## src/rtl/demux_countdown.sv

```systemverilog
// Capture-and-hold demultiplexer: latches one word, counts it down on enabled
// cycles, then releases it with a one-cycle strobe on channel A or channel B.
module demux_countdown #(
  parameter int WIDTH = 5
) (
  input  logic             clk,
  input  logic             rst,
  input  logic [WIDTH-1:0] data_in,
  input  logic             valid_in,
  input  logic             sel,
  input  logic             enable,
  input  logic             flush,
  output logic [WIDTH-1:0] out_a,
  output logic [WIDTH-1:0] out_b,
  output logic             valid_a,
  output logic             valid_b,
  output logic             busy,
  output logic             ovf
);

  typedef enum logic [1:0] {
    IDLE  = 2'b00,
    LOAD  = 2'b01,
    COUNT = 2'b10,
    ROUTE = 2'b11
  } state_t;

  state_t           state_q;
  logic [WIDTH-1:0] data_q;
  logic             sel_q;
  logic [WIDTH-1:0] cnt_q;
  logic [WIDTH-1:0] cnt_d;
  logic             release_d;
  logic [WIDTH-1:0] out_a_q;
  logic [WIDTH-1:0] out_b_q;
  logic             valid_a_q;
  logic             valid_b_q;
  logic             ovf_q;

  // The counter parks at zero instead of wrapping.
  function automatic logic [WIDTH-1:0] dec_sat(input logic [WIDTH-1:0] val);
    return (val == '0) ? '0 : val - WIDTH'(1);
  endfunction

  // flush outranks enable, so a flush edge never also decrements.
  always_comb begin
    release_d = 1'b0;
    cnt_d     = cnt_q;
    if (state_q == COUNT) begin
      if (flush || (enable && cnt_q == '0)) begin
        release_d = 1'b1;
      end else if (enable) begin
        cnt_d = dec_sat(cnt_q);
      end
    end
  end

  always_ff @(posedge clk or posedge rst) begin
    if (rst) begin
      state_q   <= IDLE;
      data_q    <= '0;
      sel_q     <= 1'b0;
      cnt_q     <= '0;
      out_a_q   <= '0;
      out_b_q   <= '0;
      valid_a_q <= 1'b0;
      valid_b_q <= 1'b0;
      ovf_q     <= 1'b0;
    end else begin
      valid_a_q <= 1'b0;
      valid_b_q <= 1'b0;
      if (valid_in && state_q != IDLE) begin
        ovf_q <= 1'b1;
      end
      case (state_q)
        IDLE: begin
          if (valid_in) begin
            data_q  <= data_in;
            sel_q   <= sel;
            state_q <= LOAD;
          end
        end
        LOAD: begin
          cnt_q   <= data_q;
          state_q <= COUNT;
        end
        COUNT: begin
          cnt_q <= cnt_d;
          if (release_d) begin
            state_q <= ROUTE;
            if (sel_q) begin
              out_a_q   <= data_q;
              valid_a_q <= 1'b1;
            end else begin
              out_b_q   <= data_q;
              valid_b_q <= 1'b1;
            end
          end
        end
        ROUTE: begin
          state_q <= IDLE;
        end
      endcase
    end
  end

  assign out_a   = out_a_q;
  assign out_b   = out_b_q;
  assign valid_a = valid_a_q;
  assign valid_b = valid_b_q;
  assign ovf     = ovf_q;
  assign busy    = (state_q != IDLE);

endmodule

```

## config.mk

```make
export PLATFORM = sky130hd
export DESIGN_NAME = demux_countdown
export DESIGN_NICKNAME = d
export VERILOG_FILES = /design/src/rtl/demux_countdown.sv
export SDC_FILE = /design/constraint.sdc
export NUM_CORES = 1
export LEC_CHECK = 0
export ABC_CLOCK_PERIOD_IN_PS = 2200
export CAP_MARGIN = 10
export CORE_UTILIZATION = 49
export DETAILED_ROUTE_END_ITERATION = 6
export GPL_TIMING_DRIVEN = 0
export PLACE_DENSITY = 0.77
export SLEW_MARGIN = 20
export SYNTH_ARGS = -nofsm -noshare
export SYNTH_HDL_FRONTEND = slang
export SYNTH_SLANG_ARGS = --single-unit
```

## constraint.sdc

```tcl
create_clock -name clk -period 2.2 [get_ports clk]
set_input_delay 0.22 -clock clk [delete_from_list [all_inputs] [get_ports clk]]
set_output_delay 0.22 -clock clk [all_outputs]
set_load 0.05 [all_outputs]
```

==> flow_summary.toml <==
[clocking]
numCtsBuffers = 3
hold_buffers = 0
clk_pin_slew_ps = 140
post_cts_buffers = 0
cts_sinks = 26
cts.repair.resized = 0
clockBufferDepth = 2
cts.htree.levels = 1
clkLatencyLatePin_ps = 310
cts_tree = "done"
ctsRootBufferMaster = "clkbuf_4"

[grt]
grt_pass1_vias = 848
overflow = 0
grt_max_degree = 27
grt_pass1_wl_mm = 3.677
antenna_found_initial = 0
grt_usage_pct = 19.54

[floorplanning]
num_rows = 17
die_h_um = 50.89
start_util_pct = 52.44
boundaryPins = 25
die_w_um = 50.89
core_um2 = 2233
die_area_um2 = 2590

[drt]
num_vias = 794
wl_per_cell_um = 14.34
drt-initial-drc-count = 7
wirelength_mm = 2.151
postRouteAntennaNets = 0
vias_per_cell = 5.293
drc = 0
dr.pass1.iters = 4

[sta]
setup_viol = 0
holdWs_ps = 292.9
rsz0062_at_grt = "no"
min_period_ps = 2075
finClkSkew_ps = 3.030
fin_setup_tns_ps = 0
timing_hold_violations_final = 0
maxSlewViolCount = 0
min_period_over_period_pct = 94.30
fmax_mhz = 482.0
tightest_slew_ps = 919.3
slew_headroom_pct = 38.34

[worst_hold_path]
min_path_type = "input pin to asynchronous set/reset pin"

[pwr]
fin_total_pwr_mw = 2.556
p_per_area_nw_per_um2 = 1705
power_leakage_nw = 0.6471
ir_drop_uv = 1154

[yosys]
synth_cell_types = 29
synth_top_cell_by_area = "dfrtp_1"
synth_edf_count = 0
mappedNetlistArea_um2 = 1171
synth.net_count = 109
yosys-top-cells-area = "dfrtp_1 56%, mux2_2 15%, ha_1 4.3%"
synth.top_cell.area_share_pct = 55.56
ys_ff_latch = 26
synth_warnings = 0
yosysSeqAreaShare_pct = 55.56
synth_cells = 94
synth.most_common_cell = "dfrtp_1"
synth-main-ff-cell = "dfrtp_1"
async_flop_share_pct = 100.0
synth_common_cells = "26 x dfrtp_1, 16 x mux2_2, 10 x inv_1"
syn_avg_cell_area_um2 = 12.46

[placed_design]
placed_cell_area_um2 = 1446
dp_hpwl_mm = 1.596
portBuffers = 24
place_congestion = 0.8478

[critical_path]
crit_fanout = 3
crit_required_ps = 1980
end_kind = "primary output"
cp-start-kind = "flip-flop"
critPathLaunch = "state_q[0]"
cp.arrival_ps = 1850
worstSetupPathType = "flip-flop to primary output"
r2r_start = "state_q[0]"
reg2reg_slack_ps = 230

[finish]
drive_above_1_share_pct = 19.67
regArea_um2 = 650.6
fin_area_um2 = 1499
area_growth_pct = 27.99
fin_nets = 138
n_antenna_cell = 0
fillCellCount = 167
multi_input_comb_area_um2 = 479.2

[run]
maxCapViolations = 0

[run_status]
status = "finished clean"
## sequential cells by signal, indices dropped and copies added, names as in the netlist
| name | cells |
|---|---|
| sel_q | 1 |
| valid_b | 1 |
| data_q | 5 |
| state_q | 2 |
| valid_a | 1 |
| cnt_q | 5 |
| out_a | 5 |
| out_b | 5 |
| ovf | 1 |
## power by group
| group | internal, mW | switching [mW] |
|---|---|---|
| clock network | 0.184 | 0.134 |
| logic | 0.546 | 0.809 |
| registers | 0.706 | 0.178 |
## area by class of cell
cell class                 count  area share, %
clock buffer                   3          1.503
clock inverter                 1          2.003
sequential                    26          43.41
inverter                      10          2.504
timing repair buffer          24          16.03
multi-input combinational     57          31.97
buffer                         1         0.2504
tap                           28          2.337
## per-layer routing
layer | global-route usage (%) | part of all wire (%) | wire length [µm]
met5 | 0 | 0 | 0
met1 | 24.65 | 49 | 1055
met4 | 6.944 | 0.74 | 16
met2 | 32.89 | 47 | 1003
met3 | 4.464 | 3.5 | 76
## critical path, cell delays in order, from the launching register on
cell             delay, ps
dfrtp_1                370
inv_1                   70
ha_1                   210
inv_1                   90
clkdlybuf4s50_1        800
## per-stage QoR
step           util, %  instances  setup slack (ps)
6_report         67.11        150             125.5
3_3_place_gp     64.76        146             239.4
4_1_cts          67.11        150             110.9
5_1_grt          67.11        150             21.41
2_1_floorplan        -         94             468.5
3_5_place_dp     64.76        146             227.5
## path summary, 6_finish.rpt
| kind | cells after the start | to |
|---|---|---|
| setup / recovery | 4 | busy |
| hold / removal | 2 | cnt_q[3] |
| setup reg to reg | 6 | out_b[2] |
| hold reg to reg | 1 | ovf |
| max in group asynchronous | 2 | cnt_q[0] |
| min in group clk | 1 | ovf |
## layout by cell type (no fill, tap or decap), drive strengths merged, types with 2 or more instances in the layout
cell	instances
a21oi	2
clkbuf	4
clkdlybuf4s50	24
dfrtp	26
ha	4
inv	9
mux2	16
nand2	5
nand2b	2
nand3	2
nor2	5
nor3	2
o21ai	4
or3	2
## cells by family after synthesis
| kind of cell | Yosys count | share of synthesized area (%) |
|---|---|---|
| flip-flops | 26 | 55.56 |
| AND/OR/NAND/NOR | 23 | 12.61 |
| multiplexers | 17 | 16.24 |
| AO/OA/AOI/OAI | 13 | 7.800 |
| buffers and inverters | 11 | 3.526 |
| adder cells (fa/ha/maj) | 4 | 4.274 |
Power figures use the tool's default switching activity.
